<file path="src/rtl/mem_stage_pkg.sv">
// Shared widths, load codes and bus layouts for the memory stage.
// Bus structs match the execute->memory and memory->write-back packing.
package mem_stage_pkg;

    localparam int ES_TO_MS_BUS_WD = 75;
    localparam int MS_TO_WS_BUS_WD = 71;

    localparam logic [2:0] LD_W  = 3'b000;
    localparam logic [2:0] LD_B  = 3'b001;
    localparam logic [2:0] LD_BU = 3'b010;
    localparam logic [2:0] LD_H  = 3'b011;
    localparam logic [2:0] LD_HU = 3'b100;

    typedef struct packed {
        logic        res_from_mem;
        logic [2:0]  load_op;
        logic        mem_we;
        logic        gr_we;
        logic [4:0]  dest;
        logic [31:0] alu_result;
        logic [31:0] pc;
    } es_to_ms_t;

    typedef struct packed {
        logic        mem_we;
        logic        gr_we;
        logic [4:0]  dest;
        logic [31:0] final_result;
        logic [31:0] pc;
    } ms_to_ws_t;

endpackage

</file>
<file path="src/rtl/mem_stage_load_align.sv">
// Load data alignment: picks byte/halfword at off and extends it.
// Ports: mem_data (32), off (2), load_op (3) -> aligned (32).
module load_align
    import mem_stage_pkg::*;
(
    input  logic [31:0] mem_data,
    input  logic [1:0]  off,
    input  logic [2:0]  load_op,
    output logic [31:0] aligned
);

    logic [7:0]  byte_sel;
    logic [15:0] half_sel;

    assign byte_sel = mem_data[{off, 3'b000} +: 8];
    // off[0] is ignored for halfwords; no misalignment trap here
    assign half_sel = off[1] ? mem_data[31:16] : mem_data[15:0];

    always_comb begin
        aligned = mem_data;
        case (load_op)
            LD_B:    aligned = {{24{byte_sel[7]}}, byte_sel};
            LD_BU:   aligned = {24'd0, byte_sel};
            LD_H:    aligned = {{16{half_sel[15]}}, half_sel};
            LD_HU:   aligned = {16'd0, half_sel};
            default: aligned = mem_data;
        endcase
    end

endmodule

</file>
<file path="src/rtl/mem_stage.sv">
// MIPS memory stage: holds one instruction, waits for the data SRAM
// response, aligns loads and hands the result bus to write-back.
// Ports: clk/resetn; es_to_ms_valid/bus in, ms_allowin out;
// data_sram_data_ok/rdata in; ws_allowin in, ms_to_ws_valid/bus out;
// ms_to_ds_result, MS_dest, ms_load_pending out to decode.
module mem_stage
    import mem_stage_pkg::*;
(
    input  logic                       clk,
    input  logic                       resetn,
    input  logic                       es_to_ms_valid,
    input  logic [ES_TO_MS_BUS_WD-1:0] es_to_ms_bus,
    output logic                       ms_allowin,
    input  logic                       data_sram_data_ok,
    input  logic [31:0]                data_sram_rdata,
    input  logic                       ws_allowin,
    output logic                       ms_to_ws_valid,
    output logic [MS_TO_WS_BUS_WD-1:0] ms_to_ws_bus,
    output logic [31:0]                ms_to_ds_result,
    output logic [4:0]                 MS_dest,
    output logic                       ms_load_pending
);

    logic        ms_valid;
    es_to_ms_t   es_to_ms_bus_r;
    logic        resp_buf_valid;
    logic [31:0] resp_buf;

    logic        needs_resp;
    logic        ms_ready_go;
    logic        resp_capture;
    logic [31:0] mem_data;
    logic [31:0] load_data;
    logic [31:0] final_result;
    ms_to_ws_t   ws_bus;

    assign needs_resp  = es_to_ms_bus_r.res_from_mem
                       | es_to_ms_bus_r.mem_we;
    assign ms_ready_go = !needs_resp | resp_buf_valid
                       | data_sram_data_ok;
    assign ms_allowin  = !ms_valid | (ms_ready_go & ws_allowin);
    assign ms_to_ws_valid = ms_valid & ms_ready_go;

    // Response arrives while write-back is blocked: keep it, since
    // the SRAM will not repeat it.
    assign resp_capture = ms_valid & needs_resp & !resp_buf_valid
                        & data_sram_data_ok & !ws_allowin;

    always_ff @(posedge clk or negedge resetn) begin
        if (!resetn) begin
            ms_valid       <= 1'b0;
            es_to_ms_bus_r <= '0;
            resp_buf_valid <= 1'b0;
            resp_buf       <= 32'd0;
        end else begin
            if (ms_allowin) begin
                ms_valid <= es_to_ms_valid;
                if (es_to_ms_valid) begin
                    es_to_ms_bus_r <= es_to_ms_bus;
                    resp_buf_valid <= 1'b0;
                end
            end
            if (resp_capture) begin
                resp_buf       <= data_sram_rdata;
                resp_buf_valid <= 1'b1;
            end
        end
    end

    assign mem_data = resp_buf_valid ? resp_buf : data_sram_rdata;

    load_align u_load_align (
        .mem_data (mem_data),
        .off      (es_to_ms_bus_r.alu_result[1:0]),
        .load_op  (es_to_ms_bus_r.load_op),
        .aligned  (load_data)
    );

    assign final_result = es_to_ms_bus_r.res_from_mem
                        ? load_data
                        : es_to_ms_bus_r.alu_result;

    assign ws_bus.mem_we       = es_to_ms_bus_r.mem_we;
    assign ws_bus.gr_we        = es_to_ms_bus_r.gr_we;
    assign ws_bus.dest         = es_to_ms_bus_r.dest;
    assign ws_bus.final_result = final_result;
    assign ws_bus.pc           = es_to_ms_bus_r.pc;
    assign ms_to_ws_bus        = ws_bus;

    assign ms_to_ds_result = final_result;
    assign MS_dest         = ms_valid ? es_to_ms_bus_r.dest : 5'd0;
    assign ms_load_pending = ms_valid & es_to_ms_bus_r.res_from_mem
                           & !ms_ready_go;

endmodule

</file>
<file path="config.mk">
export PLATFORM = sky130hd
export DESIGN_NAME = mem_stage
export DESIGN_NICKNAME = d
export VERILOG_FILES = /design/src/rtl/mem_stage_pkg.sv /design/src/rtl/mem_stage_load_align.sv /design/src/rtl/mem_stage.sv
export SDC_FILE = /design/constraint.sdc
export NUM_CORES = 1
export LEC_CHECK = 0
export ABC_AREA = 1
export BUFFER_PORTS_ARGS = -buffer_cell sky130_fd_sc_hd__buf_2
export CAP_MARGIN = 20
export CELL_PAD_IN_SITES_DETAIL_PLACEMENT = 1
export CELL_PAD_IN_SITES_GLOBAL_PLACEMENT = 1
export CORE_ASPECT_RATIO = 1.25
export CORE_UTILIZATION = 32
export DETAILED_ROUTE_END_ITERATION = 7
export PLACE_DENSITY_LB_ADDON = 0.1
export SLEW_MARGIN = 20
export SYNTH_ARGS = -nofsm -noshare
export SYNTH_HDL_FRONTEND = slang
export SYNTH_SLANG_ARGS = --single-unit
</file>
<file path="constraint.sdc">
create_clock -name clk -period 2 [get_ports clk]
set_input_delay 0.4 -clock clk [delete_from_list [all_inputs] [get_ports clk]]
set_output_delay 0.4 -clock clk [all_outputs]
set_load 0.01 [all_outputs]
</file>
* Word level (Yosys, flattened, before mapping)
Cells that the tools add are included.
** Operators by class
- Equal/unequal tests :: 4
- Reductions and logical operators :: 9
- Mux-type cells :: 8
- Bitwise logic cells :: 12
- Shifts and indexed selects :: 1
** Operators with widths (number)
- $pmux W32 S4 :: 1
- $mux W32 :: 2
- $shiftx A32 B6 Y8 :: 1
- $mux W16 :: 1
- $and A1 B1 Y1 :: 8
- $eq A3 B2 Y1 const B :: 2
- $logic_not A1 Y1 :: 5
- $mux W5 :: 1
- $or A1 B1 Y1 :: 4
- $reduce_and A2 Y1 :: 2
- $reduce_bool A2 Y1 :: 2
- $eq A3 B1 Y1 const B :: 1
- $eq A3 B3 Y1 const B :: 1
- $mux W1 :: 3
** Word-level totals
- Output and inout bits :: 111
- Flip-flop bits (word level) :: 109
- Logic and storage cells :: 44
- Bits of input ports :: 112

* Logic depth before layout (Yosys ltp)
- Depth after elaboration :: 8
- Depth in mapped cells :: 13
- Mapped depth without buffers :: 10

* Cells and area by module
Synthesis repeated with hierarchy kept, for this count alone.
** Unflattened totals
- Cell total of the unflattened synthesis :: 978
- Area, all modules :: 6839.1 um2
** By module, submodules not included
- mem_stage :: area an instance 5775.5 um2, cells an instance 746, sequential area each 2727.6 um2, instances 1
- load_align :: area an instance 1063.5 um2, cells an instance 232, sequential area each 0.0 um2, instances 1

* Worst setup path before layout
Ideal clock, no wire load.
- Path kind :: register to output
- Start :: register resp_buf_valid
- End :: output port ms_to_ws_bus[36]
- Path buffers :: 4
- Arrival time :: 1.546 ns
- Slack :: 0.054 ns
- Data required time :: 1.600 ns
- Stages on the path, launching flop included :: 12
- Path through :: dfrtp_1 -> buf_6 -> inv_6 -> buf_8 -> buf_12 -> nand2_4 -> nand3_1 -> nand3_1 -> nand2_1 -> nand2_1 -> a21oi_1 -> buf_4
** Between the ends
- Longest elaborated chain between the ends :: 4
- Elaborated cells on any way between the ends :: 5
- Those cells by class :: 1 x shift; 4 x mux
** Ends and longest elaborated chain
- start, declared :: line mem_stage.sv:26 : logic resp_buf_valid;
- start signal, assigned :: line mem_stage.sv:53 : resp_buf_valid <= 1'b0;
- start signal, assigned :: line mem_stage.sv:60 : resp_buf_valid <= 1'b0;
- start signal, assigned :: line mem_stage.sv:65 : resp_buf_valid <= 1'b1;
- $mux W32 (*) :: line mem_stage.sv:70 : assign mem_data = resp_buf_valid ? resp_buf : data_sram_rdata;
- $shiftx A32 B6 Y8 / $mux W16 (equally long branches) :: line mem_stage_load_align.sv:15, mem_stage_load_align.sv:17
- $pmux W32 S4 (*) :: line mem_stage_load_align.sv:21 : case (load_op)
- $mux W32 (*) :: line mem_stage.sv:80 : ? load_data
- end, declared :: line mem_stage.sv:18 : output logic [MS_TO_WS_BUS_WD-1:0] ms_to_ws_bus,
Mark *: on every way between the ends. The rest lies on a longest branch, timed or not.

* Final worst setup path
- Start :: register es_to_ms_bus_r[73] (netlist name)
- End :: output port ms_to_ws_bus[41]
** Between the ends
- Longest elaborated chain between the ends :: 3
- Elaborated cells on any way between the ends :: 6
- Those cells by class :: 4 x eq/ne; 2 x mux
** Ends and longest elaborated chain
- start, declared :: line mem_stage.sv:25 : es_to_ms_t es_to_ms_bus_r;
- start signal, assigned :: line mem_stage.sv:59 : es_to_ms_bus_r <= es_to_ms_bus;
- $eq A3 B3 Y1, or another cell as far along :: line mem_stage_load_align.sv:21
- $pmux W32 S4 (*) :: line mem_stage_load_align.sv:21
- $mux W32 (*) :: line mem_stage.sv:80
Marks and branches as above.

==> run metrics <==
min cycle time layout 2400 ps; vias per inst 4.70; CP Data Arrival Time roughly 2000 ps; WL/cell 17.6 microns; Leak around 5 nW; CTS clock-pin slew for the worst setup and hold paths 90 ps; period utilization 1.20; WHS 229 ps; Final WS setup -404 ps; # IOs 223; CP bufs+invs 4; total gr overflow 0; fill count 2569; Crit path largest cell delay 420 ps; Gate Count Post-Synth 907; Area Growth Syn to Fin 36.0%; CP delay by family, top buffers and inverters; Design Area, Final approximately 0.0092 sq mm; placer congestion estimate 0.784; antenna viol nets, final 0; final setup fails 64; MaxCap Viol Count 0; Final nets 1199; sequential cell area fraction in the yosys report 0.403; Cell variety after synth 27; Root Driver clkbuf_16; core area roughly 0.021 sq mm; worst clock skew between 8 and 9 ps; worst skew pair latency roughly 360 ps; achievable frequency 0.416 GHz; Die Y-Extent between 150 and 200 microns; IO Port Bufs 222; critical path class reg2out; dpl hpwl 16600 microns; synth warn 0; largest net degree at the start of global routing about 50; syn avg cell area 7.46 sq um; Worst VDD drop 0.000580 V; clock net sink count 109; Netlist Area Pre-Place between 0.006 and 0.007 sq mm; final WL 24100 microns; vias in the first global route 6631; worst-margin pin slew ~470 ps; #FFs+latches synth 109; initial antenna violation count 0; CTS tree done; DRC errors left 0; Std-Cell Rows 59; Final Hold Viols 0; CP Capture Type primary output; 1st-pass router iterations 6; vias post-DR 6416; # diodes 0; critical path, cell by cell inv_2, nand3_4, nand2_4, nor2_4, buf_12, buf_12, a31oi_2, nand2_1, nand2_1, buf_2; CP Max Fanout 6; Critical Path Source Type register; total CTS buffers 9; PD cells 1520 mW/mm^2; clock buffer depth 2; Slowest-stage cell, CP dfrtp_1; Die Footprint approximately 0.022 sq mm; H-tree depth 3; proportion of layout cells with a drive suffix above 1 0.418; fin. max-slew vios 0; RSZ-0062 raised after global routing true; post-synthesis net count 1019; initial DRC count 232; first-pass GRT wire length about 37000 microns; violated checks setup timing; status complete, but fails checks; Die X-Extent around 130 microns; placed inst area 0.00790 sq mm; Starting Density 0.326; Worst EP required 1600 ps; Total GRT Usage 0.224; slew margin rel. 0.688; hold crit path type in2reg
-- per-layer routing --
metal / routed length (microns) / vias to the layer above / GRT usage
li1: - / 3137 / -
met1: 10400 / 3085 / 0.274
met2: 11900 / 161 / 0.392
met3: 1070 / 33 / 0.0362
met4: 741 / 0 / 0.0941
met5: 0 / - / 0
-- repair_timing --
item	4_1_cts	5_1_grt
setup endpoints to repair	65	66
gates cloned	6	1
setup buffers	7	4
pin swaps	15	19
resized for setup	99	76
hold endpoints to repair	2	0
hold buffers	1	0
-- cells by family (layout without fill, tap and decap cells) --
family / Yosys count / after routing / share of synthesized area
buf+inv: 168 / 349 / 0.155
compound gates: 34 / 34 / 0.0264
flops: 109 / 109 / 0.403
mux: 32 / 32 / 0.0532
simple gates: 564 / 568 / 0.362
-- final timing paths --
kind / endpoint / depth (start not counted) / slack [ps] / startpoint
max in group asynchronous: es_to_ms_bus_r[45] / 3 / 880 / resetn
setup / recovery: ms_to_ws_bus[41] / 10 / -400 / es_to_ms_bus_r[73]
hold / removal: ms_to_ws_bus[11] / 3 / 230 / es_to_ms_bus[11]
hold reg to reg: es_to_ms_bus_r[55] / 2 / 470 / es_to_ms_bus_r[55]
setup reg to reg: ms_to_ws_bus[9] / 11 / 180 / resp_buf_valid
min in group asynchronous: ms_to_ws_bus[69] / 2 / 530 / resetn
-- final cells by class --
cell class	count	area [sq um]	area share
timing repair buffer	285	1980	0.216
sequential	109	2730	0.297
clock inverter	7	68.8	0.00748
clock buffer	9	225	0.0245
tap	274	343	0.0373
inverter	48	204	0.0222
multi-input combinational	634	3650	0.396
-- worst min-delay path, delay by kind of cell --
family	cells	cell delay, ps
buf+inv	1	80
simple gates	2	90
-- synthesized netlist by cell type, drive strengths merged --
library cell / n / area, sq um
and2: 2 / 12.5
o21ai: 7 / 35.0
a31oi: 7 / 43.8
a21oi: 20 / 100
nand3: 111 / 581
nand3b: 1 / 11.3
clkbuf: 5 / 18.8
mux2: 32 / 360
nand2: 418 / 1650
nor2: 15 / 76.3
or2: 16 / 100
buf: 115 / 845
dfrtp: 109 / 2730
inv: 48 / 185
nand4: 1 / 21.3
-- sequential cells by signal, indices dropped and copies added, names as in the netlist --
name and count:
es_to_ms_bus_r 36, ms_to_ws_bus 39, ms_valid 1, resp_buf 32, resp_buf_valid 1
-- layout by cell type, fill, tap and decap left out, types with 3 or more instances in the layout --
master | netlist | layout
buf_4 | 75 | 35
inv_6 | 1 | 3
clkbuf_16 | 0 | 10
nand3_4 | 0 | 8
buf_2 | 29 | 209
nand3_2 | 5 | 23
buf_12 | 1 | 15
buf_16 | 0 | 3
a31oi_2 | 0 | 4
nand2_8 | 0 | 5
a21oi_2 | 0 | 4
nor2_1 | 11 | 9
nand2_4 | 10 | 12
or2_2 | 16 | 16
inv_2 | 4 | 13
inv_1 | 43 | 30
nand3_1 | 106 | 80
inv_8 | 0 | 3
nand2_2 | 3 | 36
buf_6 | 9 | 20
o21ai_1 | 7 | 7
mux2_1 | 29 | 29
dfrtp_1 | 109 | 107
nand2_1 | 405 | 368
nor2_4 | 2 | 3
mux2_2 | 3 | 3
a21oi_4 | 0 | 16
nor2_2 | 2 | 3
inv_4 | 0 | 3
-- through the flow --
step                      utilization  setup slack, ps  total power, mW  instances  setup TNS [ps]
after global placement          0.381             -144             10.1       1332           -3980
after global routing            0.444             -475             15.0       1366          -27950
after detailed placement        0.381             -173             10.2       1332           -6140
after floorplan                     -             53.6             8.25        907               0
final                           0.444             -404             14.0       1366          -22220
after CTS                       0.426             -364             13.4       1361          -21360
-- power by group --
group,internal [mW],switching (mW),total [mW]
Clock,0.892,0.980,1.87
Sequential,3.01,0.486,3.49
Combinational,3.64,4.95,8.59
Total,7.54,6.42,14.0
Power figures use the tool's default switching activity.
